### src/rtl/alu_tester_pkg.sv
// -----------------------------------------------------------------------------
// alu_tester_pkg
// Shared types and constants for the ALU tester board harness:
//   state_t   - controller FSM states; the encodings are the values shown
//               on led[6:4], so they are fixed rather than left to synthesis.
//   page_t    - display page selector (result, A, B, opcode).
//   SEG_TABLE - active-low seven-segment patterns for hex digits 0-F,
//               bit order {g,f,e,d,c,b,a}.
// -----------------------------------------------------------------------------
package alu_tester_pkg;

  typedef enum logic [2:0] {
    ST_IDLE   = 3'b000,
    ST_HAVE_A = 3'b001,
    ST_READY  = 3'b010,
    ST_SHOW   = 3'b011,
    ST_EXEC   = 3'b100
  } state_t;

  typedef enum logic [1:0] {
    PAGE_RESULT = 2'd0,
    PAGE_A      = 2'd1,
    PAGE_B      = 2'd2,
    PAGE_OP     = 2'd3
  } page_t;

  localparam int NUM_KEYS = 4;

  // Key indices into the debounced event vector.
  localparam int KEY_CAPTURE = 0;
  localparam int KEY_NEXT_OP = 1;
  localparam int KEY_EXECUTE = 2;
  localparam int KEY_PAGE    = 3;

  localparam logic [6:0] SEG_TABLE [16] = '{
    7'b1000000, // 0
    7'b1111001, // 1
    7'b0100100, // 2
    7'b0110000, // 3
    7'b0011001, // 4
    7'b0010010, // 5
    7'b0000010, // 6
    7'b1111000, // 7
    7'b0000000, // 8
    7'b0010000, // 9
    7'b0001000, // A
    7'b0000011, // b
    7'b1000110, // C
    7'b0100001, // d
    7'b0000110, // E
    7'b0001110  // F
  };

endpackage

### src/rtl/key_debounce.sv
// -----------------------------------------------------------------------------
// key_debounce
// One pushbutton conditioner: 2-flop synchronizer, stable-low counter and
// one-shot. press pulses for exactly one cycle once the synchronized key has
// been sampled low for DEB_CYCLES consecutive cycles, and cannot pulse again
// until the key has been sampled high.
//
// Ports:
//   CLK    in  system clock
//   RST    in  asynchronous active-high reset (key treated as released)
//   key_n  in  raw active-low key, asynchronous to CLK
//   press  out one-cycle press event
// -----------------------------------------------------------------------------
module key_debounce #(
  parameter int DEB_CYCLES = 500000
) (
  input  logic CLK,
  input  logic RST,
  input  logic key_n,
  output logic press
);

  localparam int CNT_W = $clog2(DEB_CYCLES + 1);
  localparam logic [CNT_W-1:0] CNT_LAST = CNT_W'(DEB_CYCLES - 1);

  logic             sync1_reg;
  logic             sync2_reg;
  logic [CNT_W-1:0] cnt_reg;
  logic             fired_reg;
  logic             press_reg;

  always_ff @(posedge CLK or posedge RST) begin
    if (RST) begin
      sync1_reg <= 1'b1;
      sync2_reg <= 1'b1;
      cnt_reg   <= '0;
      fired_reg <= 1'b0;
      press_reg <= 1'b0;
    end else begin
      sync1_reg <= key_n;
      sync2_reg <= sync1_reg;
      press_reg <= 1'b0;
      if (sync2_reg) begin
        // Any high sample breaks the run and re-arms the one-shot.
        cnt_reg   <= '0;
        fired_reg <= 1'b0;
      end else if (!fired_reg) begin
        // cnt_reg holds the number of earlier consecutive low samples, so
        // the DEB_CYCLES-th low sample is the one seen with CNT_LAST.
        if (cnt_reg == CNT_LAST) begin
          press_reg <= 1'b1;
          fired_reg <= 1'b1;
          cnt_reg   <= '0;
        end else begin
          cnt_reg <= cnt_reg + 1'b1;
        end
      end
    end
  end

  assign press = press_reg;

endmodule

### src/rtl/alu_tester.sv
// -----------------------------------------------------------------------------
// alu_tester
// Board harness for exercising an external combinational ALU from four
// pushbuttons and a bank of switches. Operands A and B are captured from the
// switches (zero- or one-filled to DATA_W), an opcode is stepped with a key,
// and an execute key runs one EXEC cycle whose edge latches the ALU result
// and flags. Seven-segment digits show a selectable page.
//
// Ports:
//   CLK           in  system clock, rising edge
//   RST           in  asynchronous active-high reset
//   key_n[3:0]    in  raw active-low keys: 0 capture, 1 next op,
//                     2 execute, 3 next page
//   sw            in  SW_W-bit operand switches
//   sw_sext       in  1 = fill upper operand bits with ones, 0 = zeros
//   alu_porta/b   out registered operands A and B
//   alu_op        out registered opcode
//   alu_porto     in  ALU result
//   alu_negative, alu_overflow, alu_zero  in  ALU flags
//   led[17:0]     out {sticky_ovf, count[7:0], page[1:0], state[2:0], 0,
//                      neg, ovf, zero}
//   hex           out DATA_W/4 active-low digits, hex[i] = nibble i
//
// Build option: define ALU_TESTER_STICKY_EN to add a sticky overflow bit on
// led[17] (set by any latched overflow, cleared only by RST); otherwise
// led[17] is constant 0.
// -----------------------------------------------------------------------------
module alu_tester
  import alu_tester_pkg::*;
#(
  parameter int DATA_W     = 32,     // multiple of 4, at least 16
  parameter int SW_W       = 16,     // less than DATA_W
  parameter int OP_W       = 4,
  parameter int DEB_CYCLES = 500000
) (
  input  logic                        CLK,
  input  logic                        RST,
  input  logic [3:0]                  key_n,
  input  logic [SW_W-1:0]             sw,
  input  logic                        sw_sext,
  output logic [DATA_W-1:0]           alu_porta,
  output logic [DATA_W-1:0]           alu_portb,
  output logic [OP_W-1:0]             alu_op,
  input  logic [DATA_W-1:0]           alu_porto,
  input  logic                        alu_negative,
  input  logic                        alu_overflow,
  input  logic                        alu_zero,
  output logic [17:0]                 led,
  output logic [DATA_W/4-1:0][6:0]    hex
);

  localparam int FILL_W   = DATA_W - SW_W;
  localparam int DIGITS   = DATA_W / 4;

  // ---------------------------------------------------------------------------
  // Key conditioning
  // ---------------------------------------------------------------------------
  logic [NUM_KEYS-1:0] key_evt;

  generate
    for (genvar gi = 0; gi < NUM_KEYS; gi++) begin : g_key
      key_debounce #(
        .DEB_CYCLES(DEB_CYCLES)
      ) u_key_debounce (
        .CLK   (CLK),
        .RST   (RST),
        .key_n (key_n[gi]),
        .press (key_evt[gi])
      );
    end
  endgenerate

  // Single winning event per cycle: execute > capture > next op > page.
  logic evt_exec;
  logic evt_cap;
  logic evt_op;
  logic evt_page;

  always_comb begin
    evt_exec = key_evt[KEY_EXECUTE];
    evt_cap  = key_evt[KEY_CAPTURE] && !evt_exec;
    evt_op   = key_evt[KEY_NEXT_OP] && !evt_exec && !key_evt[KEY_CAPTURE];
    evt_page = key_evt[KEY_PAGE]    && !evt_exec && !key_evt[KEY_CAPTURE]
                                    && !key_evt[KEY_NEXT_OP];
  end

  // The fill bit is sw_sext itself: ones when set, zeros when clear.
  logic [DATA_W-1:0] sw_ext;
  assign sw_ext = {{FILL_W{sw_sext}}, sw};

  // ---------------------------------------------------------------------------
  // Controller state
  // ---------------------------------------------------------------------------
  state_t            state_reg,  state_next;
  page_t             page_reg,   page_next;
  logic [DATA_W-1:0] a_reg,      a_next;
  logic [DATA_W-1:0] b_reg,      b_next;
  logic [OP_W-1:0]   op_reg,     op_next;
  logic [DATA_W-1:0] result_reg, result_next;
  logic [2:0]        flags_reg,  flags_next;   // {negative, overflow, zero}
  logic [7:0]        count_reg,  count_next;

  always_ff @(posedge CLK or posedge RST) begin
    if (RST) begin
      state_reg  <= ST_IDLE;
      page_reg   <= PAGE_RESULT;
      a_reg      <= '0;
      b_reg      <= '0;
      op_reg     <= '0;
      result_reg <= '0;
      flags_reg  <= '0;
      count_reg  <= '0;
    end else begin
      state_reg  <= state_next;
      page_reg   <= page_next;
      a_reg      <= a_next;
      b_reg      <= b_next;
      op_reg     <= op_next;
      result_reg <= result_next;
      flags_reg  <= flags_next;
      count_reg  <= count_next;
    end
  end

  always_comb begin
    state_next  = state_reg;
    page_next   = page_reg;
    a_next      = a_reg;
    b_next      = b_reg;
    op_next     = op_reg;
    result_next = result_reg;
    flags_next  = flags_reg;
    count_next  = count_reg;

    if (state_reg == ST_EXEC) begin
      // The ALU has had a full cycle on the registered operands; latch on
      // this edge. Any key event this cycle is dropped.
      result_next = alu_porto;
      flags_next  = {alu_negative, alu_overflow, alu_zero};
      count_next  = count_reg + 8'd1;
      state_next  = ST_SHOW;
    end else if (evt_exec) begin
      // An execute in IDLE/HAVE_A still wins priority and is simply dropped.
      if (state_reg == ST_READY || state_reg == ST_SHOW) begin
        state_next = ST_EXEC;
      end
    end else if (evt_cap) begin
      case (state_reg)
        ST_HAVE_A: begin
          b_next     = sw_ext;
          state_next = ST_READY;
        end
        default: begin
          // IDLE, READY and SHOW all (re)start with operand A.
          a_next     = sw_ext;
          state_next = ST_HAVE_A;
        end
      endcase
    end else if (evt_op) begin
      op_next = op_reg + 1'b1;
    end else if (evt_page) begin
      page_next = page_t'(page_reg + 2'd1);
    end
  end

  // ---------------------------------------------------------------------------
  // Optional sticky overflow
  // ---------------------------------------------------------------------------
  logic sticky_bit;

`ifdef ALU_TESTER_STICKY_EN
  logic sticky_reg;

  always_ff @(posedge CLK or posedge RST) begin
    if (RST) begin
      sticky_reg <= 1'b0;
    end else if (state_reg == ST_EXEC && alu_overflow) begin
      sticky_reg <= 1'b1;
    end
  end

  assign sticky_bit = sticky_reg;
`else
  assign sticky_bit = 1'b0;
`endif

  // ---------------------------------------------------------------------------
  // Outputs
  // ---------------------------------------------------------------------------
  assign alu_porta = a_reg;
  assign alu_portb = b_reg;
  assign alu_op    = op_reg;

  assign led = {sticky_bit, count_reg, page_reg, state_reg, 1'b0, flags_reg};

  logic [DATA_W-1:0] page_val;

  always_comb begin
    page_val = '0;
    case (page_reg)
      PAGE_RESULT: page_val = result_reg;
      PAGE_A:      page_val = a_reg;
      PAGE_B:      page_val = b_reg;
      default:     page_val = {{(DATA_W-OP_W){1'b0}}, op_reg};
    endcase
  end

  generate
    for (genvar gi = 0; gi < DIGITS; gi++) begin : g_hex
      assign hex[gi] = SEG_TABLE[page_val[gi*4 +: 4]];
    end
  endgenerate

endmodule

### config.mk
export PLATFORM = sky130hd
export DESIGN_NAME = alu_tester
export DESIGN_NICKNAME = d
export VERILOG_FILES = /design/src/rtl/alu_tester_pkg.sv /design/src/rtl/key_debounce.sv /design/src/rtl/alu_tester.sv
export SDC_FILE = /design/constraint.sdc
export NUM_CORES = 1
export LEC_CHECK = 0
export CELL_PAD_IN_SITES_DETAIL_PLACEMENT = 1
export CELL_PAD_IN_SITES_GLOBAL_PLACEMENT = 1
export CORE_AREA = 2 2 162 164
export DETAILED_ROUTE_END_ITERATION = 16
export DIE_AREA = 0 0 164 166
export GPL_TIMING_DRIVEN = 0
export PLACE_DENSITY = 0.88
export SKIP_LAST_GASP = 1
export SYNTH_ARGS = -nofsm -noshare
export SYNTH_HDL_FRONTEND = slang
export SYNTH_SLANG_ARGS = --single-unit
export TNS_END_PERCENT = 50
### constraint.sdc
create_clock -name CLK -period 15.74 [get_ports CLK]
set_clock_uncertainty 0.2 [all_clocks]
set_input_delay 1.574 -clock CLK [delete_from_list [all_inputs] [get_ports CLK]]
set_output_delay 1.574 -clock CLK [all_outputs]
set_load 0.01 [all_outputs]
==> flow_summary.yaml <==
critical_path:
  critPathRequiredTime_ns: 13.97
  crit_family: "buffers and inverters"
  crit_top_cell: "buf_2"
  cp_max_fo: 10
  worstPathArrival_ns: 4.85
  cpPeakStageDelay_ns: 0.67
  crit_path_end_kind: "output port"
  path_buf_inv: 6
  crit_type: "register to output port"
  cp_cell_sequence: "inv_1, ha_1, buf_2, buf_2, buf_2, a222oi_1, nor2_1, inv_1, ha_1, mux2i_1, o32ai_1, clkdlybuf4s50_1"
  critPathLaunchType: "register"
  cpMaxStageDelayCell: "clkdlybuf4s50_1"
floorplan:
  start_util: 0.432
  rows: 59
  ios: 200
  fp.dieH_um: 166
  die_area_um2: 27200
  core_um2: 25600
  dieWidth_um: 164
grt:
  grtUsageTotal: 0.269
  grt_antenna_before_repair: 1
  use_met2: 0.469
  grtUsageMet3: 0.0422
  grt_pass1_wl_mm: 57.9
  globalRouteOverflowTotal: 0
  grt_start_max_net_pins: 106
  busiest_layer: "met2"
  grt_pass1_vias: 10700
  grt_util_met1: 0.324
placement:
  gp_routability_congestion: 0.904
  portBuffers: 197
  placed_area_um2: 13500
  dp.cells: 1674
  dp_hpwl_mm: 26.4
sta:
  finalSetupViolCount: 0
  rsz0062_at_grt: "no"
  hold_slack_ns: 0.147
  worst_pin_slew_ns: 0.986
  fin_tns_setup_ns: 0
  min_period_over_period: 0.421
  fmax_ghz: 0.151
  post-route-min-period_ns: 6.62
  drv_slew: 0
  slew_headroom: 0.338
  hold_viol_final: 0
final_layout:
  final_nets: 1474
  largest_register_ffs: 76
  drive_above_1_share: 0.139
  design_area_um2: 14100
  multi_input_area_um2: 5960
  nFillCells: 2875
  seq_area_um2: 4460
  stdcell_count: 1708
  area.growth.synth_to_final_pct: 27.3
synthesis:
  yosysMostFrequentCell: "dfrtp_1"
  postSynthAreaPerCell_um2: 9.70
  yosysTopAreaCell: "dfrtp_1"
  ys_seq_area_frac: 0.404
  yosys-top-cells-area: "dfrtp_1 38%, mux2_2 7.8%, ha_1 6.6%, mux2i_1 3.7%, nand2_1 3.6%"
  yosysTopAreaCellShare: 0.385
  syn_inst: 1140
  synth_edf_count: 0
  synth.distinct_cells: 61
  synth_commonest_cells: "170 x dfrtp_1, 107 x nand2_1, 77 x mux2_2, 64 x nor2_1, 63 x nand3_1"
  synthFlopType: "dfrtp_1"
  ys_async_sr_fraction: 1.00
  synth.cell_area_um2: 11100
  ys_seq_elements: 178
  ys_warn_count: 0
clock_tree:
  clock_latency_ns: 0.45
  ctsHoldBuffers: 0
  cts_tree: "yes"
  clk_pin_slew_ns: 0.08
  cts_root_buf: "clkbuf_16"
  cts.sinks: 178
  cts.htree.levels: 4
  cts_resized: 0
  cts_buffer_depth: 2
  post_cts_buffers: 0
  numCtsBuffers: 17
route:
  viasPerCell: 5.93
  route.detailed.drc: 0
  drt_pass1_iterations: 7
  detail_route.wl_per_cell_um: 21.4
  first_iter_violations: 836
  detail-route-antenna-nets: 0
  vias: 10100
  wl_mm: 36.6
pwr:
  powerDensity_nw_per_um2: 68.4
  irDropWorstVdd_v: 0.0000445
  leakagePower_uw: 0.00602
  power_uw: 962
run:
  drv_cap: 0
status:
  status: "finished, final reports clean"
hold_path:
  hp-class: "register to register"
-- cell type report --
class / instances / area share
plain buffers: 92 / 0.0357
clock inverters: 13 / 0.0106
multi-input cells: 837 / 0.424
inverters: 34 / 0.00960
clock buffers: 19 / 0.0308
well taps: 335 / 0.0298
flip-flops and latches: 178 / 0.317
diodes: 2 / 0.000356
repair buffers: 198 / 0.142
-- metrics by stage --
stage          setup slack (ns)  utilization
2_1_floorplan              9.15            -
3_3_place_gp               6.57        0.525
3_5_place_dp               9.66        0.526
4_1_cts                    9.17        0.549
5_1_grt                    8.93        0.549
6_report                   9.12        0.549
-- cells in the final DEF, fill, tap and decap left out, types with 16 or more instances in the layout --
cell type and instances:
nor2_1 64, clkbuf_16 17, dfrtp_1 170, nor3_1 16, clkdlybuf4s50_1 197, buf_4 32, clkbuf_1 39, a31oi_1 19
ha_1 58, xnor2_1 23, o21ai_0 45, a21oi_1 54, inv_1 33, buf_2 16, nand4_1 30, mux2_2 77
mux2i_1 41, nand2_1 107, nand3_1 63
-- where the power goes --
group | switching [µW] | total [µW] | internal [µW]
registers | 7.23 | 471 | 464
logic | 26.9 | 56.6 | 29.6
clock network | 198 | 435 | 237
total | 232 | 962 | 730
-- worst paths after layout --
check | depth (start not counted) | startpoint | endpoint | slack (ns)
min in group asynchronous | 2 | RST | flags_reg[0] | 1.39
worst max register to register | 5 | state_reg[0] | result_reg[9] | 12.81
worst max-delay path | 12 | page_reg[0] | hex[12] | 9.12
worst min register to register | 0 | g_key[3].u_key_debounce.sync1_reg | g_key[3].u_key_debounce.sync2_reg | 0.15
worst min-delay path | 0 | g_key[3].u_key_debounce.sync1_reg | g_key[3].u_key_debounce.sync2_reg | 0.15
max in group asynchronous | 3 | RST | g_key[2].u_key_debounce.sync1_reg | 13.01
-- worst register-to-register path, cell delays in order, from the launching register on --
cell     delay, ns
dfrtp_1       0.37
buf_2         0.17
nor3b_1       0.74
buf_2         0.50
buf_2         0.45
mux2_2        0.39
-- kinds of logic (layout without fill, tap and decap cells) --
logic type | count (synthesis) | in the layout | synth area share
flops | 178 | 178 | 0.404
fa+ha+maj | 58 | 58 | 0.0656
other cells | 1 | 4 | 0.000339
simple gates | 405 | 405 | 0.191
mux | 122 | 122 | 0.124
buf+inv | 126 | 356 | 0.0570
xor+xnor | 37 | 37 | 0.0293
compound gates | 213 | 213 | 0.129
-- metal layers --
layer,part of all wire,vias up,wire (µm)
li1,-,4565,-
met1,0.40,5094,14500
met2,0.50,373,18500
met3,0.054,99,1980
met4,0.045,0,1660
met5,0,-,0
Power figures use the tool's default switching activity.
